**config.mk**
```make
export PLATFORM = sky130hd
export DESIGN_NAME = svnet_fifo_packer
export DESIGN_NICKNAME = d
export VERILOG_FILES = /design/src/rtl/svnet_fifo_packer.sv
export SDC_FILE = /design/constraint.sdc
export NUM_CORES = 1
export LEC_CHECK = 0
export CAP_MARGIN = 20
export CORE_MARGIN = 3
export CORE_UTILIZATION = 40
export CTS_CLUSTER_SIZE = 28
export DETAILED_ROUTE_END_ITERATION = 8
export HOLD_SLACK_MARGIN = 0.02
export PLACE_DENSITY = 0.66
export SYNTH_ARGS = -nofsm -noshare
export SYNTH_HDL_FRONTEND = slang
export SYNTH_SLANG_ARGS = --single-unit
export TNS_END_PERCENT = 10
```
**constraint.sdc**
```tcl
create_clock -name clk -period 3.1 [get_ports clk]
set_input_delay 0.62 -clock clk [delete_from_list [all_inputs] [get_ports clk]]
set_output_delay 0.62 -clock clk [all_outputs]
set_load 0.02 [all_outputs]
```
**src/rtl/svnet_fifo_packer.sv**
```systemverilog
// Packs RATIO narrow words from an upstream FIFO into one wide word for a downstream FIFO.
// A flush request emits the current partial word with per-lane keep bits.
module svnet_fifo_packer #(
  parameter int WIDTH     = 8,
  parameter int RATIO     = 4,
  parameter int IN_DEPTH  = 16,
  parameter int OUT_DEPTH = 16
) (
  input  logic                          clk,
  input  logic                          rst_n,
  input  logic [$clog2(IN_DEPTH):0]     in_used_space,
  input  logic [WIDTH-1:0]              in_read_data,
  output logic                          in_read,
  input  logic [$clog2(OUT_DEPTH):0]    out_free_space,
  output logic                          out_write,
  output logic [WIDTH*RATIO-1:0]        out_write_data,
  output logic [RATIO-1:0]              out_keep,
  input  logic                          flush,
  output logic                          busy
);

  localparam int CW = $clog2(RATIO);
  localparam int LW = (RATIO-1)*WIDTH;
  localparam logic [CW-1:0] LAST = CW'(RATIO-1);

  logic [LW-1:0]          r_lanes;
  logic [CW-1:0]          r_count;
  logic [WIDTH*RATIO-1:0] r_out_data;
  logic [RATIO-1:0]       r_out_keep;
  logic                   r_out_valid;
  logic                   r_flush_pending;

  logic                   w_out_free;
  logic                   w_full_load;
  logic                   w_flush_set;
  logic                   w_flush_emit;
  logic                   w_flush_clear;
  logic [WIDTH*RATIO-1:0] w_partial_data;
  logic [RATIO-1:0]       w_partial_keep;

  // in_read is gated by rst_n so every output is quiet while reset is held
  assign out_write      = r_out_valid && (out_free_space != '0);
  assign out_write_data = r_out_data;
  assign out_keep       = r_out_keep;
  assign w_out_free     = !r_out_valid || out_write;
  assign in_read        = rst_n && (in_used_space != '0) && !r_flush_pending &&
                          ((r_count != LAST) || w_out_free);
  assign w_full_load    = in_read && (r_count == LAST);
  assign w_flush_set    = flush && !r_flush_pending && ((r_count != '0) || in_read);
  assign w_flush_emit   = r_flush_pending && (r_count != '0) && w_out_free;
  assign w_flush_clear  = r_flush_pending && ((r_count == '0) || w_out_free);
  assign busy           = (r_count != '0) || r_out_valid || r_flush_pending;

  always_comb begin
    w_partial_data = '0;
    w_partial_keep = '0;
    for (int k = 0; k < RATIO-1; k++) begin
      if (k < int'(r_count)) begin
        w_partial_data[k*WIDTH +: WIDTH] = r_lanes[k*WIDTH +: WIDTH];
        w_partial_keep[k]                = 1'b1;
      end
    end
  end

  always_ff @(posedge clk or negedge rst_n) begin
    if (!rst_n) begin
      r_lanes         <= '0;
      r_count         <= '0;
      r_out_data      <= '0;
      r_out_keep      <= '0;
      r_out_valid     <= 1'b0;
      r_flush_pending <= 1'b0;
    end else begin
      if (in_read && !w_full_load) begin
        r_lanes[int'(r_count)*WIDTH +: WIDTH] <= in_read_data;
        r_count <= r_count + CW'(1);
      end else if (w_full_load || w_flush_emit) begin
        r_count <= '0;
      end

      // A new load wins over the clear caused by a write in the same cycle
      if (w_full_load) begin
        r_out_data  <= {in_read_data, r_lanes};
        r_out_keep  <= '1;
        r_out_valid <= 1'b1;
      end else if (w_flush_emit) begin
        r_out_data  <= w_partial_data;
        r_out_keep  <= w_partial_keep;
        r_out_valid <= 1'b1;
      end else if (out_write) begin
        r_out_valid <= 1'b0;
      end

      if (w_flush_set) begin
        r_flush_pending <= 1'b1;
      end else if (w_flush_clear) begin
        r_flush_pending <= 1'b0;
      end
    end
  end

  a_no_read_when_empty: assert property (@(posedge clk) disable iff (!rst_n)
    in_read |-> (in_used_space != '0));
  a_no_write_when_full: assert property (@(posedge clk) disable iff (!rst_n)
    out_write |-> (out_free_space != '0));

endmodule

```
Word-level counts from Yosys, hierarchy flattened
Index checks and enable logic that the tools add are counted. W data, S select, Z words.

Register bits after elaboration: 64. Bits in latches: 0. Memory bits (writable): 0. Memory bits (read-only): 0. Input port bits: 21. Output and inout bits: 39. Word-level logic and storage cells: 62. Memories: 0.

$add $sub $neg: 2. $mul: 0. Divide/modulo/power cells: 0. Magnitude comparators: 3. Eq/ne operators: 2. Shift operators: 2. Multiplexer cells: 18. Bitwise gates (word level): 0. Reduce and logical (&&, ||, !) cells: 29.

Operators with widths (count): $mux W32 (2); $neg A5 Y33 (1); $shift A8 B33 Y24 const A (1); $shiftx A8 B33 Y24 (1); $bwmux W24 (1); $mux W8 (3); $logic_and A1 B1 Y1 (11); $reduce_bool A5 Y1 (2); $mux W1 (8); $mux W4 (2); $reduce_bool A2 Y1 (4); $logic_or A1 B1 Y1 (7); $lt A1 B2 Y1 const A (2); $mux W2 (2); $logic_not A1 Y1 (3); $reduce_bool A3 Y1 (1); $add A2 B1 Y2 const B (1); $eq A2 B2 Y1 const B (1); $logic_not A2 Y1 (1); $lt A2 B2 Y1 const A (1); $ne A2 B2 Y1 const B (1).

Logic depth before layout (Yosys ltp)
Gate-level depths: netlist of run 1.

Depth after elaboration: 9. Depth in mapped cells: 9. Gate-level depth less buffers: 6.

Worst setup path before layout of run 1
No wires, ideal clock.

Kind: input port to output port. From: in out_free_space[1]. To: out in_read. Arrival time: 1671 ps. Required time: 2480 ps. Setup slack: 809 ps. Stages: 3. Buffers on the path: 0. Path through: or4_4 -> nor3b_4 -> a21oi_1.

Word-level cells in the longest chain between the ends: 5.

RTL lines: from (decl) (line 14) `input logic [$clog2(OUT_DEPTH):0] out_free_space,`; $reduce_bool A5 Y1 (line 42) `assign out_write = r_out_valid && (out_free_space != '0);`; $logic_and A1 B1 Y1 (line 42); $logic_or A1 B1 Y1 (line 45) `assign w_out_free = !r_out_valid || out_write;`; $logic_or A1 B1 Y1 (line 47) `((r_count != LAST) || w_out_free);`; $logic_and A1 B1 Y1 (line 46) `assign in_read = rst_n && (in_used_space != '0) && !r_flush_pending &&`; to (decl) (line 13) `output logic in_read,`.

No other way between the ends.

Final worst setup path of run 1
From: in out_free_space[1]. To: out out_write.

Word-level cells in the longest chain between the ends: 2.

RTL lines: $reduce_bool A5 Y1 (line 42); $logic_and A1 B1 Y1 (line 42); to (decl) (line 15) `output logic out_write,`.

No other way between the ends.

==> results of run 1 <==
## power by group through the flow
stage	sequential, mW	combinational (mW)	clock [mW]
finish	1.34	1.44	0.647
global route	1.38	1.59	0.702
detailed placement	1.35	1.45	0
floorplan	1.49	0.664	0
CTS	1.34	1.46	0.670
global placement	1.35	1.43	0
## final cells by class
type                       instances  area [µm²]
timing repair buffer              74         726
sequential                        64        1600
inverter                          13        48.8
tap                               77        96.3
clock inverter                     6        42.5
clock buffer                      10         138
multi-input combinational        158         986
fill                             580        2820
## state kept, by name, summed over array words and instances (netlist names)
register / count
out_keep: 4
r_flush_pending: 1
out_write_data: 32
r_out_valid: 1
r_lanes: 24
r_count: 2
## metal layers
metal / up-vias / routed length [µm]
met5: - / 0
met4: 0 / 115
met3: 13 / 189
met2: 50 / 2870
met1: 992 / 2890
li1: 987 / -
## worst min-delay path, delay by kind of cell, from the launching register on
family           cells  cell delay (ps)
AO/OA/AOI/OAI        1               60
flip-flops           1              340
AND/OR/NAND/NOR      1               40
## through the flow
stage	util (%)	setup slack (ps)	area, µm²	hold WS [ps]	power [mW]
after floorplan	-	809	2700	324	2.16
after global placement	53.5	41.0	3460	461	2.78
after detailed placement	53.5	38.9	3460	466	2.80
after CTS	56.3	32.8	3640	483	3.47
after global routing	56.3	15.3	3640	508	3.67
final	56.3	63.3	3640	478	3.42
## kinds of logic after synthesis
logic type / share of synthesized area, %
buffers and inverters: 4.04
muxes: 6.68
adders and majority gates: 2.78
AOI/OAI and AO/OA: 14.6
DFF: 59.4
and+or+nand+nor: 12.5
## synthesized netlist by cell type
library cell / count
mux2_1: 3
a22oi_1: 1
dfrtp_1: 64
nor3b_1: 3
o2bb2ai_1: 3
a21o_1: 2
buf_6: 3
nor2_1: 5
o211ai_1: 1
nor3b_4: 1
nand2_1: 59
nor2b_1: 3
o21ai_0: 27
or3_1: 1
inv_1: 13
a211o_1: 1
a22o_1: 16
mux2_2: 5
a21oi_1: 4
mux2i_1: 9
o21a_1: 1
buf_4: 1
or4_4: 1
nand2b_1: 2
clkbuf_1: 5
o2111ai_1: 3
ha_1: 6
or2_2: 1
## final timing paths
check | to | cells after the start
setup / recovery | out_write | 5
hold / removal | r_lanes[0] | 2
setup reg to reg | out_write_data[20] | 6
hold reg to reg | r_lanes[0] | 2
max in group asynchronous | r_count[1] | 2
min in group asynchronous | out_write_data[1] | 2
## cells in the final DEF, fill, tap and decap left out, types with 3 or more instances in the layout
| cell | synthesis | layout |
|---|---|---|
| ha_1 | 6 | 6 |
| nor2_1 | 5 | 5 |
| a22o_1 | 16 | 16 |
| nor3b_1 | 3 | 3 |
| clkbuf_8 | 0 | 10 |
| mux2_1 | 3 | 3 |
| a21oi_1 | 4 | 4 |
| dfrtp_1 | 64 | 64 |
| buf_4 | 1 | 13 |
| o2bb2ai_1 | 3 | 3 |
| nand2_1 | 59 | 59 |
| o21ai_0 | 27 | 27 |
| o2111ai_1 | 3 | 3 |
| clkdlybuf4s50_1 | 0 | 57 |
| nor2b_1 | 3 | 3 |
| mux2i_1 | 9 | 9 |
| mux2_2 | 5 | 5 |
| inv_1 | 13 | 13 |
==> flow_summary.json, run 1 <==
{
  "path_common_cell": "clkdlybuf4s50_1",
  "layout.nets": 347,
  "yosysUniqueCellTypes": 28,
  "cp-startpoint": "out_free_space[1]",
  "grt_max_degree": 65,
  "synth_nets": 271,
  "grt_usage_pct": 17.6,
  "grt.busiest_layer": "met2",
  "synth.area.top_cells": "dfrtp_1 59%, nand2_1 8.2%, a22o_1 5.2%, o21ai_0 5.0%, mux2i_1 3.3%",
  "htree_num_levels": 3,
  "leakage_nw": 1.69,
  "slew_violations": 0,
  "pwr_density_cell_nw_per_um2": 941,
  "drc": 0,
  "grt_pass1_wl_mm": 10.3,
  "yosysWarnings": 0,
  "p_seq_share_pct": 39.1,
  "rows": 29,
  "via_per_inst": 5.08,
  "intPower_mw": 2.15,
  "min_period_ps": 3040,
  "antenna_found_initial": 0,
  "cts_hold_buf": 0,
  "crit_chain": "clkdlybuf4s50_1, or4_4, buf_4, o21a_1, clkdlybuf4s50_1",
  "synthesis.area_um2": 2700,
  "worst_ep_arrival_time_ps": 2420,
  "vias": 2042,
  "hold_viol": 0,
  "syn_inst": 244,
  "dieArea_um2": 7760,
  "timing.rr.start": "r_count[1]",
  "use_met1_pct": 23.8,
  "gp_congestion": 0.740,
  "met2_usage_pct": 27.3,
  "cts-root-buf": "clkbuf_8",
  "synth_area_leader_cell": "dfrtp_1",
  "pin_count": 60,
  "dr.pass1.iters": 4,
  "cp_top_family": "buffers and inverters",
  "drtAntennaViolNets": 0,
  "critPathKind": "input pin to output pin",
  "dieWidth_um": 88.1,
  "cp_max_fo": 3,
  "fin_setup_tns_ps": 0,
  "dp.cells": 386,
  "p_switching_mw": 1.27,
  "initial_core_util_pct": 41.7,
  "cp_data_required_time_ps": 2480,
  "tightest_slew_ps": 803,
  "cts.sinks": 64,
  "relSlewSlack_pct": 46.4,
  "clkTransAtPathRegs_ps": 80,
  "setup_viol": 0,
  "finalCritPeriodShare_pct": 98.0,
  "cts_max_path_buffers": 2,
  "endpoint_kind": "output pin",
  "cts_resized": 0,
  "worstHoldPathType": "flip-flop to flip-flop",
  "fmax_mhz": 329,
  "synth_top_area_share_pct": 59.4,
  "first_global_vias": 2102,
  "final.setup_skew_ps": 10.6,
  "dpl.hpwl_mm": 4.19,
  "n_antenna_cell": 0,
  "avgSynthCellArea_um2": 11.1,
  "rsz0062_at_grt": "no",
  "portBuffers": 59,
  "max_stage_delay_ps": 560,
  "stdcell_count": 402,
  "wirelength_mm": 6.06,
  "areaGrowthSynthToFinish_pct": 34.9,
  "p_clk_share_pct": 18.9,
  "cts_tree": "done",
  "cap_violations": 0,
  "comb_power_share_pct": 42.0,
  "cp.buffers_inverters": 3,
  "post_drt_wl_per_cell_um": 15.1,
  "drtIter0Drc": 60,
  "ys_ff_latch": 64,
  "core-area_um2": 6460,
  "status": "finished clean",
  "use_met3_pct": 3.57,
  "cpMaxStageDelayCell": "or4_4",
  "hp-start": "r_lanes[0]",
  "rrSetupSlack_ps": 880,
  "cts_setup_buffers": 0,
  "clk_latency_ps": 340,
  "cts_made_buffers": 9,
  "peakVddDrop_mv": 0.576,
  "switching_share_pct": 37.2,
  "die_h_um": 88.1,
  "grt-ovfl-total": 0,
  "ys_seq_area_share_pct": 59.4,
  "drive_gt1_share_pct": 12.3,
  "startpoint_type": "input pin"
}
No activity file was read; power rests on OpenSTA's default activity.
==> inputs of run 2 (changes only) <==
--- a/config.mk
+++ b/config.mk
@@ -8,9 +8,8 @@
 export CAP_MARGIN = 20
 export CORE_MARGIN = 3
-export CORE_UTILIZATION = 40
+export CORE_UTILIZATION = 30
 export CTS_CLUSTER_SIZE = 28
 export DETAILED_ROUTE_END_ITERATION = 8
 export HOLD_SLACK_MARGIN = 0.02
-export PLACE_DENSITY = 0.66
 export SYNTH_ARGS = -nofsm -noshare
 export SYNTH_HDL_FRONTEND = slang
==> constraint.sdc (replaced) <==
create_clock -name clk -period 3.1 [get_ports clk]
set_input_delay 0.31 -clock clk [delete_from_list [all_inputs] [get_ports clk]]
set_output_delay 0.31 -clock clk [all_outputs]
set_load 0.02 [all_outputs]
==> run 2 against run 1 <==
Against the previous run:
- clock power increased by 11%
- largest cell class unchanged
- core utilization fell by 13 points
- count of clock-buffer cells in the layout did not move
- register-to-register slack lost 30 ps
- hold slack worse by 320 ps
- final cell count increased by 5.2%
- sequential power is essentially flat
- power rose by 0.66%
==> flow_summary.json, run 2 (synthesized netlist as in run 1, its figures left out) <==
{
  "mostFrequentLayoutCells": "64 x dfrtp_1, 59 x nand2_1, 58 x clkdlybuf4s50_1, 27 x o21ai_0, 16 x a22o_1",
  "rows": 33,
  "slew_violations": 0,
  "finalCritPeriodShare_pct": 84.8,
  "drtIter0Drc": 90,
  "grt-ovfl-total": 0,
  "antenna_found_initial": 0,
  "fill_cells": 802,
  "cts.sinks": 64,
  "die_h_um": 101,
  "grt_max_degree": 65,
  "design_area_um2": 3630,
  "worst_ep_arrival_time_ps": 2320,
  "fin_setup_tns_ps": 0,
  "relSlewSlack_pct": 45.7,
  "drive_gt1_share_pct": 10.4,
  "grt_pass1_wl_mm": 10.2,
  "drtAntennaViolNets": 0,
  "cts_resized": 0,
  "min_period_ps": 2630,
  "cp_data_required_time_ps": 2790,
  "areaGrowthSynthToFinish_pct": 34.7,
  "final.setup_skew_ps": 10.9,
  "dieArea_um2": 10200,
  "tightest_slew_ps": 814,
  "cts_tree": "done",
  "clkTransAtPathRegs_ps": 70,
  "final_common_cell": "dfrtp_1",
  "drc": 0,
  "highest_layer": "met4",
  "dr.pass1.iters": 4,
  "clk_latency_ps": 330,
  "first_global_vias": 2040,
  "cts_hold_buf": 0,
  "hold_viol": 0,
  "max_stage_delay_ps": 580,
  "core-area_um2": 8460,
  "placed_area_um2": 3430,
  "gp_congestion": 0.750,
  "rsz0062_at_grt": "no",
  "wl_met1_mm": 2.96,
  "cts_made_buffers": 9,
  "wirelength_mm": 6.18,
  "htree_num_levels": 3,
  "n_antenna_cell": 0,
  "rr_endpoint": "out_write_data[17]",
  "grt_usage_pct": 13.0,
  "vias": 1964,
  "cts_setup_buffers": 0,
  "setup_viol": 0,
  "dr_wl_met2_mm": 2.78,
  "cp-startpoint": "out_free_space[1]",
  "leakage_nw": 1.65,
  "status": "finished clean",
  "endpoint_kind": "output pin",
  "wl_met3_um": 348,
  "via_per_inst": 4.64,
  "layout.nets": 340,
  "largest_register_ffs": 32,
  "cpMaxStageDelayCell": "or4_4",
  "timing.rr.start": "r_count[1]",
  "rr_worst_depth": 6,
  "startpoint_type": "input pin",
  "cap_violations": 0,
  "fmax_mhz": 380,
  "endpoint": "in_read",
  "dieWidth_um": 101,
  "portBuffers": 59,
  "post_drt_wl_per_cell_um": 14.6,
  "rrSetupSlack_ps": 850,
  "path_common_cell": "clkdlybuf4s50_1",
  "crit_chain": "clkdlybuf4s50_1, or4_4, nor3b_4, a21oi_1, clkdlybuf4s50_1",
  "cts-root-buf": "clkbuf_8",
  "initial_core_util_pct": 31.9,
  "critPathKind": "input pin to output pin",
  "dpl.hpwl_mm": 4.29,
  "pin_count": 60,
  "cp_max_fo": 6,
  "worstHoldPathType": "input pin to async pin",
  "pwr_density_cell_nw_per_um2": 949,
  "peakVddDrop_mv": 0.502,
  "cts_max_path_buffers": 2
}
==> run 2: final cells by class <==
class / count / area [µm²] / area share [%]
tap: 105 / 131 / 3.62
timing repair buffer: 67 / 658 / 18.1
sequential: 64 / 1600 / 44.1
multi-input combinational: 158 / 986 / 27.1
inverter: 13 / 48.8 / 1.34
clock inverter: 6 / 68.8 / 1.89
clock buffer: 10 / 138 / 3.79
==> run 2: stage by stage <==
step	total power [mW]	hold WS (ps)	setup WS (ps)	std cells	utilization, %
after floorplan	2.16	14.4	1050	244	-
after global placement	2.74	463	493	407	40.5
after detailed placement	2.76	469	465	407	40.5
after CTS	3.50	194	457	423	42.9
after global routing	3.69	249	382	423	42.9
final	3.45	163	471	423	42.9
==> run 2: power by group <==
group / internal, mW / leakage, nW / switching, mW
registers: 1.14 / 0.870 / 0.197
logic: 0.659 / 0.676 / 0.733
clock network: 0.395 / 0.102 / 0.323
total: 2.19 / 1.65 / 1.25
==> run 2: critical path: cells and delay by family <==
family          cells  cell delay, ps
buf+inv             2             950
simple gates        2             900
compound gates      1             160
==> run 2: worst min-delay path by stage <==
stage | endpoint | depth (start not counted)
5_1_grt | out_write_data[8] | 2
3_3_place_gp | r_lanes[3] | 2
2_1_floorplan | out_keep[0] | 0
6_report | r_count[1] | 2
4_1_cts | r_lanes[22] | 2
3_5_place_dp | out_keep[3] | 1
==> run 2: metal layers <==
layer	GRT usage, %	vias to the layer above
li1	-	977
met1	17.8	934
met2	19.7	43
met3	3.53	10
met4	4.97	0
met5	0	-
==> inputs of run 3 (changes only) <==
- clock period: 3.1 -> 2.51 ns (I/O delays scaled with it)
==> run 3 against run 2 <==
Against the previous run:
- clock power up 4.5%
- count of clock-buffer cells in the layout up 2
- cell area up 0.41%
- register-to-register slack worse by 370 ps
- die area unchanged
- setup slack worse by 280 ps
- clock skew down 3.4 ps
- final cell count up 1.4%
==> flow_summary.json, run 3 (synthesized netlist as in run 1, its figures left out) <==
{
  "status": "finished clean",
  "fmax_mhz": 431,
  "final_common_cell": "dfrtp_1",
  "core-area_um2": 8460,
  "setup_viol": 0,
  "wl_met3_um": 356,
  "pin_count": 60,
  "via_per_inst": 4.75,
  "cts_tree": "done",
  "highest_layer": "met4",
  "worst_ep_arrival_time_ps": 2070,
  "grt_usage_pct": 13.5,
  "areaGrowthSynthToFinish_pct": 35.3,
  "rsz0062_at_grt": "no",
  "endpoint_kind": "output pin",
  "hold_viol": 0,
  "wl_met1_mm": 2.80,
  "cts_setup_buffers": 0,
  "critPathKind": "flip-flop to output pin",
  "largest_register_ffs": 32,
  "cp_max_fo": 12,
  "rrSetupSlack_ps": 480,
  "cts.sinks": 64,
  "dieArea_um2": 10200,
  "dr.pass1.iters": 4,
  "max_stage_delay_ps": 600,
  "timing.rr.start": "r_count[1]",
  "wirelength_mm": 6.34,
  "dr_wl_met2_mm": 3.09,
  "initial_core_util_pct": 31.9,
  "grt_max_degree": 65,
  "relSlewSlack_pct": 47.4,
  "clk_latency_ps": 330,
  "grt_pass1_wl_mm": 10.5,
  "rr_endpoint": "out_write_data[5]",
  "cts-root-buf": "clkbuf_8",
  "layout.nets": 347,
  "portBuffers": 59,
  "die_h_um": 101,
  "placed_area_um2": 3480,
  "drive_gt1_share_pct": 11.7,
  "clkTransAtPathRegs_ps": 60,
  "vias": 2037,
  "peakVddDrop_mv": 0.537,
  "worstHoldPathType": "input pin to async pin",
  "post_drt_wl_per_cell_um": 14.8,
  "antenna_found_initial": 0,
  "first_global_vias": 2112,
  "cts_made_buffers": 9,
  "tightest_slew_ps": 789,
  "leakage_nw": 1.68,
  "design_area_um2": 3650,
  "drtAntennaViolNets": 0,
  "startpoint_type": "flip-flop",
  "dieWidth_um": 101,
  "drtIter0Drc": 59,
  "cts_hold_buf": 0,
  "n_antenna_cell": 0,
  "rows": 33,
  "min_period_ps": 2320,
  "final.setup_skew_ps": 7.51,
  "gp_congestion": 0.795,
  "cts_max_path_buffers": 2,
  "pwr_density_cell_nw_per_um2": 1150,
  "dpl.hpwl_mm": 4.56,
  "cap_violations": 0,
  "cp_data_required_time_ps": 2260,
  "slew_violations": 0,
  "htree_num_levels": 3,
  "grt-ovfl-total": 0,
  "cpMaxStageDelayCell": "clkdlybuf4s50_1",
  "fin_setup_tns_ps": 0,
  "finalCritPeriodShare_pct": 92.4,
  "crit_chain": "inv_1, ha_1, nand2_1, clkdlybuf4s50_1",
  "mostFrequentLayoutCells": "64 x dfrtp_1, 59 x nand2_1, 57 x clkdlybuf4s50_1, 27 x o21ai_0, 16 x a22o_1",
  "drc": 0,
  "rr_worst_depth": 6
}
==> run 3: cell count changes in the layout (fill, tap and decap cells not counted) <==
cell             before  now
clkdlybuf4s50_1      58   57
clkinv_2              1    2
dlymetal6s2s_1        0    1
nor2b_1               3    2
clkbuf_1              0    2
buf_4                 7   14
bufinv_16             1    0
clkinv_4              3    1
clkinvlp_4            1    0
nor2b_2               0    1
==> run 3: final cells by class <==
type	count	area, µm²
clock inverter	3	18.8
multi-input combinational	158	988
inverter	13	48.8
fill	816	4820
sequential	64	1600
tap	105	131
clock buffer	12	145
timing repair buffer	74	713
==> run 3: routing by layer <==
layer / up-vias / GRT usage, %
li1: 986 / -
met1: 995 / 17.3
met2: 49 / 21.5
met3: 7 / 3.67
met4: 0 / 5.60
met5: - / 0
==> run 3: how the worst max path moves through the flow <==
| stage | from | end | slack (ps) | cells after the start |
|---|---|---|---|---|
| floorplan | r_count[1] | out_write_data[5] | 460 | 9 |
| global placement | out_free_space[1] | in_read | 90 | 5 |
| detailed placement | out_free_space[1] | in_read | 50 | 5 |
| CTS | out_free_space[1] | in_read | 40 | 5 |
| global route | r_count[1] | busy | 40 | 4 |
| finish | r_count[1] | busy | 190 | 4 |
==> run 3: report_power, final <==
group	switching [mW]	internal (mW)
sequential	0.248	1.41
combinational	0.919	0.859
clock	0.371	0.379
==> run 3: critical path: cells and delay by family (launching register included) <==
family | cells | cell delay, ps
and+or+nand+nor | 1 | 90
buffers and inverters | 2 | 780
DFF | 1 | 580
adders and majority gates | 1 | 300
==> run 3: timing repair <==
action / in CTS / in global routing
endpoints found under the setup margin: 0 / 1
gates resized for setup: 0 / 2
endpoints found under the hold margin: 0 / 0
==> run 3: metrics by stage <==
step	setup WS, ps	power [mW]	utilization, %	std cells	hold WS, ps
CTS	44.2	4.24	43.0	429	132
floorplan	464	2.66	-	244	-44.6
global route	40.7	4.48	43.1	429	177
finish	190	4.18	43.1	429	81.8
detailed placement	49.3	3.48	41.1	414	469
global placement	92.0	3.44	41.1	414	463
